===== config.mk =====
export PLATFORM = sky130hd
export DESIGN_NAME = lane_scheduler
export DESIGN_NICKNAME = d
export VERILOG_FILES = /design/src/rtl/lane_scheduler_pkg.sv /design/src/rtl/lane_scheduler_fifo.sv /design/src/rtl/lane_scheduler.sv
export SDC_FILE = /design/constraint.sdc
export NUM_CORES = 1
export LEC_CHECK = 0
export ABC_AREA = 1
export CORE_MARGIN = 3
export CORE_UTILIZATION = 30
export CTS_CLUSTER_DIAMETER = 30
export DETAILED_ROUTE_END_ITERATION = 10
export GPL_ROUTABILITY_DRIVEN = 0
export SYNTH_ARGS = -nofsm -noshare
export SYNTH_HDL_FRONTEND = slang
export SYNTH_SLANG_ARGS = --single-unit

===== constraint.sdc =====
create_clock -name clk8f -period 3.5 [get_ports clk8f]
set_input_delay 0.525 -clock clk8f [delete_from_list [all_inputs] [get_ports clk8f]]
set_output_delay 0.525 -clock clk8f [all_outputs]
set_load 0.1 [all_outputs]

===== src/rtl/lane_scheduler_pkg.sv =====
// Shared constants for the two-lane round-robin scheduler.
package lane_scheduler_pkg;

    localparam int DEFAULT_DEPTH = 4;
    localparam int DEFAULT_AW    = 2;

    localparam logic LANE0 = 1'b0;
    localparam logic LANE1 = 1'b1;

    typedef enum logic {
        IDLE = 1'b0,
        SEND = 1'b1
    } state_t;

endpackage


===== src/rtl/lane_scheduler_fifo.sv =====
// Small synchronous FIFO with a combinational head read.
// A push into a full FIFO is ignored even if a pop happens on the same edge.
module sched_fifo
    import lane_scheduler_pkg::*;
#(
    parameter int DEPTH = DEFAULT_DEPTH,
    parameter int AW    = DEFAULT_AW
) (
    input  logic       clk,
    input  logic       rst_n,
    input  logic       push,
    input  logic       pop,
    input  logic [7:0] din,
    output logic [7:0] dout,
    output logic       full,
    output logic       empty
);

    localparam logic [AW:0]   FULL_CNT = (AW+1)'(DEPTH);
    localparam logic [AW:0]   CNT_ONE  = (AW+1)'(1);
    localparam logic [AW-1:0] PTR_ONE  = AW'(1);

    logic [7:0]    r_mem [DEPTH];
    logic [AW-1:0] r_wr_ptr;
    logic [AW-1:0] r_rd_ptr;
    logic [AW:0]   r_count;
    logic          w_do_push;
    logic          w_do_pop;

    assign full      = (r_count == FULL_CNT);
    assign empty     = (r_count == '0);
    assign w_do_push = push && !full;
    assign w_do_pop  = pop && !empty;
    assign dout      = r_mem[r_rd_ptr];

    // Storage array; contents need no reset because the count guards reads.
    always_ff @(posedge clk) begin
        if (w_do_push) begin
            r_mem[r_wr_ptr] <= din;
        end
    end

    // Pointers wrap naturally at DEPTH; count tracks occupancy.
    always_ff @(posedge clk or negedge rst_n) begin
        if (!rst_n) begin
            r_wr_ptr <= '0;
            r_rd_ptr <= '0;
            r_count  <= '0;
        end else begin
            if (w_do_push) begin
                r_wr_ptr <= r_wr_ptr + PTR_ONE;
            end
            if (w_do_pop) begin
                r_rd_ptr <= r_rd_ptr + PTR_ONE;
            end
            case ({w_do_push, w_do_pop})
                2'b10:   r_count <= r_count + CNT_ONE;
                2'b01:   r_count <= r_count - CNT_ONE;
                default: r_count <= r_count;
            endcase
        end
    end

endmodule


===== src/rtl/lane_scheduler.sv =====
// Round-robin merge of two buffered input lanes onto one registered
// valid/ready output lane.
module lane_scheduler
    import lane_scheduler_pkg::*;
#(
    parameter int DEPTH = DEFAULT_DEPTH,
    parameter int AW    = DEFAULT_AW
) (
    input  logic       clk8f,
    input  logic       reset,
    input  logic [7:0] data_in_0,
    input  logic       valid_in_0,
    input  logic [7:0] data_in_1,
    input  logic       valid_in_1,
    input  logic       ready_out,
    output logic       full_0,
    output logic       full_1,
    output logic       overflow_0,
    output logic       overflow_1,
    output logic [7:0] data_out,
    output logic       valid_out,
    output logic       lane_out
);

    state_t     r_state;
    state_t     w_state_next;
    logic [7:0] r_data;
    logic       r_lane;
    logic       r_last_grant;
    logic       r_ovf_0;
    logic       r_ovf_1;

    logic       w_empty_0;
    logic       w_empty_1;
    logic [7:0] w_head_0;
    logic [7:0] w_head_1;
    logic [7:0] w_head;
    logic       w_any;
    logic       w_grant;
    logic       w_load;
    logic       w_pop_0;
    logic       w_pop_1;

    sched_fifo #(.DEPTH(DEPTH), .AW(AW)) u_fifo_0 (
        .clk   (clk8f),
        .rst_n (reset),
        .push  (valid_in_0),
        .pop   (w_pop_0),
        .din   (data_in_0),
        .dout  (w_head_0),
        .full  (full_0),
        .empty (w_empty_0)
    );

    sched_fifo #(.DEPTH(DEPTH), .AW(AW)) u_fifo_1 (
        .clk   (clk8f),
        .rst_n (reset),
        .push  (valid_in_1),
        .pop   (w_pop_1),
        .din   (data_in_1),
        .dout  (w_head_1),
        .full  (full_1),
        .empty (w_empty_1)
    );

    assign w_any  = !w_empty_0 || !w_empty_1;
    assign w_head = (w_grant == LANE1) ? w_head_1 : w_head_0;

    // Arbitration: a lone non-empty lane wins; under contention the lane
    // that did not win last time gets the slot.
    always_comb begin
        w_grant = LANE0;
        if (!w_empty_0 && !w_empty_1) begin
            w_grant = ~r_last_grant;
        end else if (!w_empty_0) begin
            w_grant = LANE0;
        end else if (!w_empty_1) begin
            w_grant = LANE1;
        end
    end

    // Next state and load decision; a load always pops the granted lane.
    always_comb begin
        w_state_next = r_state;
        w_load       = 1'b0;
        case (r_state)
            IDLE: begin
                if (w_any) begin
                    w_state_next = SEND;
                    w_load       = 1'b1;
                end
            end
            SEND: begin
                if (ready_out) begin
                    if (w_any) begin
                        w_load = 1'b1;
                    end else begin
                        w_state_next = IDLE;
                    end
                end
            end
            default: w_state_next = IDLE;
        endcase
    end

    assign w_pop_0 = w_load && (w_grant == LANE0);
    assign w_pop_1 = w_load && (w_grant == LANE1);

    // State register.
    always_ff @(posedge clk8f or negedge reset) begin
        if (!reset) begin
            r_state <= IDLE;
        end else begin
            r_state <= w_state_next;
        end
    end

    // Output word register and round-robin history; last_grant resets to
    // lane 1 so lane 0 takes the first contested slot.
    always_ff @(posedge clk8f or negedge reset) begin
        if (!reset) begin
            r_data       <= 8'h00;
            r_lane       <= LANE0;
            r_last_grant <= LANE1;
        end else if (w_load) begin
            r_data       <= w_head;
            r_lane       <= w_grant;
            r_last_grant <= w_grant;
        end
    end

    // Sticky drop flags: a valid word arriving at a full FIFO is lost.
    always_ff @(posedge clk8f or negedge reset) begin
        if (!reset) begin
            r_ovf_0 <= 1'b0;
            r_ovf_1 <= 1'b0;
        end else begin
            if (valid_in_0 && full_0) begin
                r_ovf_0 <= 1'b1;
            end
            if (valid_in_1 && full_1) begin
                r_ovf_1 <= 1'b1;
            end
        end
    end

    assign data_out   = r_data;
    assign lane_out   = r_lane;
    assign valid_out  = (r_state == SEND);
    assign overflow_0 = r_ovf_0;
    assign overflow_1 = r_ovf_1;

endmodule

==> summary.txt <==
Synthesis
  – Share of the yosys chip area belonging to registers: 60.98%
  – Number of register bits inferred by synthesis: roughly 90
  – Net count of the mapped netlist: 438
  – Synthesized area: 4262 sq um
  – EDFF count, synth: 64
  – Gate count after technology mapping: ~410
  – Most used DFF post-synth: edfxtp_1
  – Syn Area/Cell: between 10 and 15 sq um
  – Number of synthesis warnings: 0
  – Top area cells in the synthesized netlist: edfxtp_1 45%, dfrtp_1 15%, nand2_1 11%
  – Proportion of netlist area held by the largest area contributor: 45.10%
  – Number of distinct library cells after synthesis: 32
  – FFs w/ async S/R, synth: 29.67%
  – Most common cell in the netlist: nand2_1
  – Most used standard cells in the synthesized netlist: 122 x nand2_1, 69 x inv_1, 64 x edfxtp_1
  – Biggest area consumer among synthesized cells: edfxtp_1

Place
  – Detailed-placement wirelength estimate: 5.664 mm
  – Total placed cells including tap cells: 606
  – Number of port buffers: 34
  – Worst Setup Slack post-DPL: 0.8263 ns
  – Post-detailed-placement cell area: 4742 sq um

Setup path
  – Endpoint kind of the worst setup timing path: primary output
  – Critical path, cell by cell: clkdlybuf4s50_1
  – Slowest-stage cell, CP: clkdlybuf4s50_1
  – Largest fanout of any net on the critical path: 2
  – Req. time, crit path: 2.97 ns
  – Critical Setup Path Class: reg -> out
  – WP data arrival: 1.86 ns
  – Worst path max stage delay: 1.15 ns
  – Kind of cell adding the most delay to the critical path: buffers and inverters
  – Worst Setup Start Kind: flip-flop
  – Count of buffer and inverter cells on the critical path: 1

Die
  – Number of top-level pins: 35
  – Die width: 125.2 um
  – Num rows: 42
  – Die boundary height: 125.2 um
  – Floorplan die area: 15670 sq um
  – Core region area: 13560 sq um
  – Initial Util: 31.43%

Min path
  – Path class of the lowest-slack min-delay path: reg -> reg

Global route
  – Wire length of the first global-routing pass: 13.49 mm
  – GRT Residual Overflow: 0
  – GR Util All Layers: 10.86%
  – Via count of the first global-routing pass: roughly 2700
  – Initial antenna violation count: 1
  – Pin count of the biggest net entering global routing: 28

Clock network
  – Clk_lat worst skew: between 0.3 and 0.4 ns
  – CTS tree: yes
  – Maximum level of the CTS H-tree: 3
  – CTS buffer count: 9
  – Cell chosen for the clock root: clkbuf_16
  – Post-CTS sizing: 0
  – CTS max path bufs: 2
  – # clock sinks: 91
  – CTS clk-pin slew, worst paths: 0.06 ns
  – CTS hold repair buffers: 0
  – # Post-CTS Setup Buffers: 0

Timing
  – Post-route fraction of the period consumed by the critical path: 68.05%
  – Minimum setup slack in the final design: 1.118 ns
  – Final clock skew: 0.004448 ns
  – Setup repair after global routing missed its margin: no
  – Final count of pins violating max slew: 0
  – F_max: approximately 0.42 GHz
  – Shortest clock period the worst path allows after layout: 2.382 ns
  – Count of endpoints failing setup in the final report: 0
  – Count of final hold-check violations: 0
  – Slew at the pin closest to its max-slew limit: 0.9801 ns
  – Final setup TNS: 0 ns
  – Normalized max-slew margin: 34.45%

Layout
  – Nets: between 400 and 500
  – Combined area of the multi-input logic cells: 1294 sq um
  – Diodes inserted: 0
  – Layout cells sized above 1: 12.56%
  – FF/Latch Area: 2599 sq um
  – Area Overhead vs Synth: 17.38%
  – Cell area after layout: 5002 sq um
  – FILL cells: 1295
  – Number of non-filler instances in the completed layout: slightly above 600

Run
  – MaxCap Viol Count: 0

Routing
  – ANT nets after route: 0
  – Vias per inst: about 4.2
  – Routed wire length per instance: roughly 13 um
  – WL final: about 8 mm
  – Drc violations: 0
  – Router iterations before antenna repair: 4
  – Via count: 2614
  – Detailed router's first-iteration violation count: approximately 140

Pwr
  – Leakage power of the design: 2.229 nW
  – Pwr Density: 899.7 nW/um^2
  – Worst vdd ir: 0.2957 mV

Status
  – Result of the run: finished, final reports clean
cell type report:
cell class,instances,share of cell area [%]
flip-flops and latches,91,51.95
multi-input cells,229,25.86
repair buffers,35,6.853
inverters,75,5.728
clock buffers,9,4.502
well taps,176,4.402
clock inverters,7,0.7003
kinds of logic (layout without fill, tap and decap cells):
logic type	count (synthesis)	count (layout)	share of synthesized area (%)
fa+ha+maj	12	12	3.876
flops	91	91	60.98
buf+inv	85	126	8.661
compound gates	12	12	2.085
simple gates	197	197	22.70
xor+xnor	7	7	1.439
mux	1	1	0.2642
layer usage:
layer  global-route usage [%]  share of wire [%]
met1                    13.27                 45
met2                    18.22                 49
met3                    3.070                4.8
met4                    4.273               0.88
met5                        0               0.16
layout by cell type, fill, tap and decap left out, types with 9 or more instances in the layout:
cell type        count
clkbuf_16            9
nand2_1            122
nor2_1              13
ha_1                10
dfrtp_1             26
nand3_2             18
nand3_1             33
edfxtp_1            64
clkdlybuf4s50_1     32
inv_1               69
power breakdown:
| group | switching, mW | internal [mW] |
|---|---|---|
| clock | 0.378 | 0.470 |
| combinational | 1.38 | 0.560 |
| sequential | 0.236 | 1.48 |
final timing paths:
check / startpoint / end / slack, ns / depth (start not counted)
max: overflow_0$_DFFE_PN0P_ / overflow_0 / 1.12 / 1
min: overflow_1$_DFFE_PN0P_ / overflow_1$_DFFE_PN0P_ / 0.46 / 1
max reg2reg: u_fifo_0.r_count[0]$_DFFE_PN0P_ / u_fifo_1.r_count[2]$_DFFE_PN0P_ / 1.15 / 11
min reg2reg: overflow_1$_DFFE_PN0P_ / overflow_1$_DFFE_PN0P_ / 0.46 / 1
min in group asynchronous: reset / u_fifo_1.r_count[1]$_DFFE_PN0P_ / 0.58 / 2
max in group asynchronous: reset / r_last_grant$_DFFE_PN1N_ / 2.61 / 2
sequential cells by signal, summed over array words and instances (netlist names), 2 cells and up:
register	count
data_out	8
u_fifo_0.r_count	3
u_fifo_0.r_mem	32
u_fifo_0.r_rd_ptr	2
u_fifo_0.r_wr_ptr	2
u_fifo_1.r_count	3
u_fifo_1.r_mem	32
u_fifo_1.r_rd_ptr	2
u_fifo_1.r_wr_ptr	2
stage by stage:
step	hold slack [ns]	utilization, %	power [mW]
2_1_floorplan	0.2294	-	3.258
3_3_place_gp	0.4412	34.98	3.644
3_5_place_dp	0.4501	34.98	3.705
4_1_cts	0.4655	36.90	4.560
5_1_grt	0.4890	36.90	4.832
6_report	0.4580	36.90	4.501
Power figures use the tool's default switching activity.
